## src/rtl/fetch_queue_unit.sv

```systemverilog
// fetch_queue_unit
//   Instruction fetch front end. It owns the fetch PC and sends requests to
//   a variable-latency instruction memory. At most one request is in flight
//   at a time. Returned instructions are tagged with their PC and held in a
//   FIFO_DEPTH-entry queue that feeds decode. A redirect flushes the queue
//   and drops any response still in flight.
//
// Ports
//   clk            in   rising-edge clock
//   reset          in   asynchronous, active-low reset
//   stall_F        in   decode not accepting; hold the queue head
//   redirect_valid in   taken branch/jump this cycle
//   redirect_pc    in   redirect target (bits [1:0] ignored)
//   imem_req       out  request valid to instruction memory
//   imem_addr      out  request address
//   imem_ready     in   memory accepts the request this cycle
//   imem_rvalid    in   response data valid
//   imem_rdata     in   response instruction
//   valid_F        out  queue head holds a valid instruction
//   instr_F        out  queue head instruction (0 when empty)
//   PCPlus4_F      out  queue head PC + 4 (0 when empty)
//   queue_count    out  occupied queue entries
module fetch_queue_unit #(
   parameter int                ADDR_W     = 32,
   parameter int                DATA_W     = 32,
   parameter int                FIFO_DEPTH = 4,
   parameter logic [ADDR_W-1:0] RESET_PC   = '0
) (
   input  logic                          clk,
   input  logic                          reset,
   input  logic                          stall_F,
   input  logic                          redirect_valid,
   input  logic [ADDR_W-1:0]             redirect_pc,
   output logic                          imem_req,
   output logic [ADDR_W-1:0]             imem_addr,
   input  logic                          imem_ready,
   input  logic                          imem_rvalid,
   input  logic [DATA_W-1:0]             imem_rdata,
   output logic                          valid_F,
   output logic [DATA_W-1:0]             instr_F,
   output logic [ADDR_W-1:0]             PCPlus4_F,
   output logic [$clog2(FIFO_DEPTH):0]   queue_count
);

   localparam int               PTR_W   = $clog2(FIFO_DEPTH);
   localparam int               CNT_W   = PTR_W + 1;
   localparam logic [CNT_W-1:0] DEPTH_C = CNT_W'(FIFO_DEPTH);

   typedef enum logic [1:0] {
      S_IDLE,
      S_WAIT,
      S_DISCARD
   } state_t;

   state_t              r_state, w_state_nxt;
   logic [ADDR_W-1:0]   r_fetch_pc, w_fetch_pc_nxt;
   logic [ADDR_W-1:0]   r_req_pc;
   logic                r_active;

   logic [ADDR_W-1:0]   r_pc_q   [FIFO_DEPTH];
   logic [DATA_W-1:0]   r_data_q [FIFO_DEPTH];
   logic [PTR_W-1:0]    r_wr_ptr, r_rd_ptr;
   logic [CNT_W-1:0]    r_count;

   logic                w_empty, w_issue, w_accept, w_push, w_pop;

   assign w_empty  = (r_count == '0);
   // Only IDLE issues, so nothing is outstanding there and the slot check
   // reduces to count < depth. Pops in the same cycle are not credited.
   // r_active holds off the first request until the cycle after reset
   // release.
   assign w_issue  = (r_state == S_IDLE) && r_active && (r_count < DEPTH_C)
                     && !redirect_valid;
   assign w_accept = w_issue && imem_ready;
   assign w_push   = (r_state == S_WAIT) && imem_rvalid && !redirect_valid;
   assign w_pop    = !w_empty && !stall_F && !redirect_valid;

   assign imem_req  = w_issue;
   assign imem_addr = r_fetch_pc;

   // Next state and next fetch PC
   always_comb begin
      w_state_nxt    = r_state;
      w_fetch_pc_nxt = r_fetch_pc;
      case (r_state)
         S_IDLE: begin
            if (w_accept) begin
               w_fetch_pc_nxt = r_fetch_pc + ADDR_W'(4);
               w_state_nxt    = S_WAIT;
            end
         end
         S_WAIT:    if (imem_rvalid) w_state_nxt = S_IDLE;
         S_DISCARD: if (imem_rvalid) w_state_nxt = S_IDLE;
         default:   w_state_nxt = S_IDLE;
      endcase
      if (redirect_valid) begin
         w_fetch_pc_nxt = redirect_pc & ~ADDR_W'(3);
         // A response still owed (WAIT or DISCARD, not arriving now) has to
         // be swallowed. Nothing can be accepted in a redirect cycle because
         // the request is suppressed.
         w_state_nxt    = ((r_state != S_IDLE) && !imem_rvalid) ? S_DISCARD : S_IDLE;
      end
   end

   always_ff @(posedge clk or negedge reset) begin
      if (!reset) begin
         r_state    <= S_IDLE;
         r_fetch_pc <= RESET_PC;
         r_req_pc   <= RESET_PC;
         r_active   <= 1'b0;
      end else begin
         r_state    <= w_state_nxt;
         r_fetch_pc <= w_fetch_pc_nxt;
         r_active   <= 1'b1;
         if (w_accept) r_req_pc <= r_fetch_pc;
      end
   end

   // Queue pointers and occupancy. A redirect wins over any push or pop.
   always_ff @(posedge clk or negedge reset) begin
      if (!reset) begin
         r_wr_ptr <= '0;
         r_rd_ptr <= '0;
         r_count  <= '0;
      end else if (redirect_valid) begin
         r_wr_ptr <= '0;
         r_rd_ptr <= '0;
         r_count  <= '0;
      end else begin
         if (w_push) r_wr_ptr <= r_wr_ptr + PTR_W'(1);
         if (w_pop)  r_rd_ptr <= r_rd_ptr + PTR_W'(1);
         case ({w_push, w_pop})
            2'b10:   r_count <= r_count + CNT_W'(1);
            2'b01:   r_count <= r_count - CNT_W'(1);
            default: r_count <= r_count;
         endcase
      end
   end

   // Entry storage needs no reset; the head outputs are gated by occupancy.
   always_ff @(posedge clk) begin
      if (w_push) begin
         r_pc_q[r_wr_ptr]   <= r_req_pc;
         r_data_q[r_wr_ptr] <= imem_rdata;
      end
   end

   assign valid_F     = !w_empty;
   assign instr_F     = w_empty ? '0 : r_data_q[r_rd_ptr];
   assign PCPlus4_F   = w_empty ? '0 : r_pc_q[r_rd_ptr] + ADDR_W'(4);
   assign queue_count = r_count;

   // An underflow would wrap the count to all ones, which is above the
   // depth, so the bound check covers both directions.
   a_count_bound: assert property (@(posedge clk) disable iff (!reset)
      r_count <= DEPTH_C);
   a_no_overflow: assert property (@(posedge clk) disable iff (!reset)
      (w_push && !w_pop) |-> (r_count < DEPTH_C));

endmodule

```

## config.mk

```make
export PLATFORM = sky130hd
export DESIGN_NAME = fetch_queue_unit
export DESIGN_NICKNAME = d
export VERILOG_FILES = /design/src/rtl/fetch_queue_unit.sv
export SDC_FILE = /design/constraint.sdc
export NUM_CORES = 1
export LEC_CHECK = 0
export CAP_MARGIN = 20
export CORE_MARGIN = 1.5
export CORE_UTILIZATION = 45
export CTS_BUF_LIST = sky130_fd_sc_hd__clkbuf_2
export CTS_CLUSTER_DIAMETER = 150
export DETAILED_ROUTE_END_ITERATION = 7
export PLACE_DENSITY = 0.77
export SLEW_MARGIN = 20
export SYNTH_ARGS = -nofsm -noshare
export SYNTH_HDL_FRONTEND = slang
export SYNTH_SLANG_ARGS = --single-unit
```

## constraint.sdc

```tcl
create_clock -name clk -period 7.9 [get_ports clk]
set_input_delay 1.975 -clock clk [delete_from_list [all_inputs] [get_ports clk]]
set_output_delay 1.975 -clock clk [all_outputs]
set_load 0.01 [all_outputs]
```

==> run_results.csv <==
group,metric,value,unit
outcome,status,"complete, no violations",
clock_network,cts.sinks,318,
synth,netlist.area_leader.share,55.2,%
clock_network,root_buffer,"clkbuf_2",
setup_path,r2r_cells,8,
global_route,grt_pass1_vias,8617,
route,num_vias,8524,
synth,ys.flop_type,"edfxtp_1",
route,route.met2.wl,13.0,mm
route,firstDrtPassIters,5,
route,wirelength,28.4,mm
cells_and_area,drive_above_1_share,18.4,%
synth,yosysSeqAreaShare,68.2,%
power,p_leak,5.75,nW
setup_path,rr_startpoint,"r_state[1]$_DFFE_PN0P_",
die,chipWidth,176,um
sta,worst_pin_slew,0.958,ns
synth,async_flop_share,22.0,%
route,drc_errors,0,
sta,setup_violations,0,
sta,fin_skew,0.0501,ns
clock_network,cts.path.max_buffers,3,
global_route,antenna_found_initial,1,
setup_path,critical_path_required,5.93,ns
setup_path,ff2ff_setup_slack,4.77,ns
hold_path,min_to,"r_pc_q[1][14]$_DFFE_PP_",
synth,synth_area_leader_cell,"edfxtp_1",
die,core_area,29600,um2
synth,yosys_warnings,0,
cells_and_area,nets,1183,
route,drt-initial-drc-count,644,
hold_path,min-delay-start,"r_req_pc[14]$_DFFE_PN0P_",
setup_path,rr_endpoint,"imem_addr[13]$_DFFE_PN0P_",
die,die_height,176,um
route,wl_met3,2.20,mm
clock_network,clk_pin_slew,0.10,ns
sta,fin_tns_setup,0,ns
route,wl_per_cell,18.3,um
clock_network,cts_setup_buffers,0,
placement,place_hpwl,17.4,mm
synth,syn_avg_cell_area,15.2,um2
route,postRouteAntennaNets,0,
die,io_pins,171,
flow_run,max_cap_viol_count,0,
sta,fin_crit,6.51,ns
clock_network,ctsHoldBuffers,0,
synth,synth_cell_types,65,
global_route,grt_usage,18.6,%
placement,portBuffers,164,
cells_and_area,area_delta_synth_final,20.8,%
global_route,grt_pass1_wl,44.7,mm
sta,hold_viol_final,0,
global_route,grt_overflow,0,
setup_path,worstPathArrival,4.53,ns
synth,yosys-top-cells-area,"edfxtp_1, dfrtp_1, mux4_2, nand2_1, and2_1",
hold_path,hp-class,"reg2reg",
cells_and_area,n_fill_cell,2420,
sta,fin_hold_ws,0.508,ns
clock_network,cts_tree,"built",
die,dieArea,31000,um2
clock_network,cts_max_level,3,
route,top_layer,"met4",
setup_path,worstSetupStartpointType,"register",
hold_path,whs_path_depth,0,
setup_path,critPathCaptureType,"output pin",
global_route,grt_max_degree,71,
sta,drv_slew,0,
die,initial_core_util,45.6,%
route,wl_met1,12.7,mm
synth,ys_ff_latch,318,
route,viasPerCell,5.48,
setup_path,path_class,"reg2out",
clock_network,clk_latency,0.86,ns
die,rows,63,
synth,synth_edf_count,248,
synth,syn-cell-area,13500,um2
placement,gp_congestion,0.825,
setup_path,crit_path_max_fanout,33,
sta,fmax,154,MHz
clock_network,cts_buffers,80,
power,ir_worst_vdd,0.113,mV
sta,max_slew_margin,36.1,%
sta,rsz0062_at_grt,"no",
power,p_per_area,258,nW/um2
synth,syn_inst,887,
sta,fin_crit_sh,82.4,%
clock_network,cts_resized,0,
## synthesized netlist by cell type (all sizes together), types with 4 or more instances
| library cell | count |
|---|---|
| and3 | 11 |
| nor3 | 14 |
| o311ai | 7 |
| o21ai | 28 |
| dfrtp | 70 |
| xnor2 | 9 |
| xor2 | 11 |
| o221a | 4 |
| mux2i | 5 |
| or3 | 8 |
| and2 | 41 |
| nor3b | 4 |
| a221o | 4 |
| nand4 | 20 |
| nor4 | 4 |
| a21oi | 19 |
| mux4 | 62 |
| nand3 | 20 |
| clkbuf | 28 |
| a41o | 4 |
| a31oi | 4 |
| edfxtp | 248 |
| inv | 17 |
| nor2 | 40 |
| ha | 8 |
| nand2 | 130 |
| or4 | 4 |
| buf | 18 |
| o211ai | 4 |
## critical path: stages (launching register included)
cell             delay [ns]
dfrtp_4                0.85
buf_4                  0.66
mux4_2                 0.41
nand4_1                0.16
or3_1                  0.45
or4_1                  0.43
a21oi_1                0.15
clkdlybuf4s50_1        0.59
## final cells by class
cell class | instances | area, um2 | share of cell area [%]
timing repair buffer | 178 | 1740 | 10.7
clock inverter | 35 | 204 | 1.25
tap | 390 | 488 | 3.00
multi-input combinational | 509 | 4040 | 24.8
antenna | 1 | 2.50 | 0.0154
sequential | 318 | 9200 | 56.5
clock buffer | 107 | 536 | 3.29
inverter | 17 | 63.8 | 0.392
## power breakdown
group / switching (mW) / total, mW / internal (mW) / leakage (nW)
registers: 0.148 / 2.09 / 1.94 / 3.11
logic: 0.486 / 1.02 / 0.537 / 2.10
clock network: 0.642 / 1.08 / 0.441 / 0.546
## sequential cells by signal (all words and copies together) (netlist names)
| register | cells |
|---|---|
| imem_addr | 30 |
| queue_count | 3 |
| r_active | 1 |
| r_data_q | 128 |
| r_pc_q | 120 |
| r_rd_ptr | 2 |
| r_req_pc | 30 |
| r_state | 2 |
| r_wr_ptr | 2 |
## metrics by stage
stage               total power [mW]  setup WS (ns)  cell area, um2  instances  utilization [%]
floorplan                       2.66          0.389           13500        890                -
global placement                3.14           2.16           15500       1411             52.5
detailed placement              3.16           2.15           15500       1411             52.5
CTS                             4.25           1.24           16300       1553             55.0
global route                    4.44           1.05           16300       1555             55.1
finish                          4.20           1.39           16300       1555             55.1
## layout by cell type, fill, tap and decap left out, types with 5 or more instances in the layout
cell type          n
xnor2_1            9
mux4_2            54
or3_1              5
dfrtp_1           68
buf_4             13
nand2_1          129
conb_1             5
o21ai_0           28
mux2i_1            5
edfxtp_1         248
nand4_1           18
inv_1             17
xor2_1            11
clkinv_2           5
nor2_1            39
nor3_1            12
o311ai_0           7
nand3_1           20
ha_1               8
and2_1            41
a21oi_1           19
mux4_1             8
clkbuf_2         108
clkinv_1          23
clkdlybuf4s50_1  163
and3_1            11
## cells by family after synthesis
logic type	count (synthesis)	share of synthesized area, %
xor gates and xnor gates	20	1.30
other	2	0.0557
muxes	67	11.0
AOI/OAI and AO/OA	97	4.96
buffers and inverters	63	2.18
and+or+nand+nor	311	11.4
adders and majority gates	9	0.891
DFF	318	68.2
## layer usage
layer	track usage, %	vias up
met4	7.19	0
li1	-	3905
met3	4.50	44
met1	25.9	4202
met2	28.3	373
met5	0	-
## how the worst max path moves through the flow
stage	from	end	slack [ns]	cells after the start
global placement	redirect_valid	imem_req	2.16	4
finish	r_rd_ptr[0]$_DFFE_PN0P_	PCPlus4_F[26]	1.39	7
floorplan	redirect_valid	r_data_q[0][0]$_DFFE_PP_	0.39	3
CTS	r_rd_ptr[0]$_DFFE_PN0P_	PCPlus4_F[26]	1.24	7
global route	r_rd_ptr[0]$_DFFE_PN0P_	PCPlus4_F[23]	1.05	7
detailed placement	r_rd_ptr[0]$_DFFE_PN0P_	PCPlus4_F[26]	2.15	7
Power figures use the tool's default switching activity.
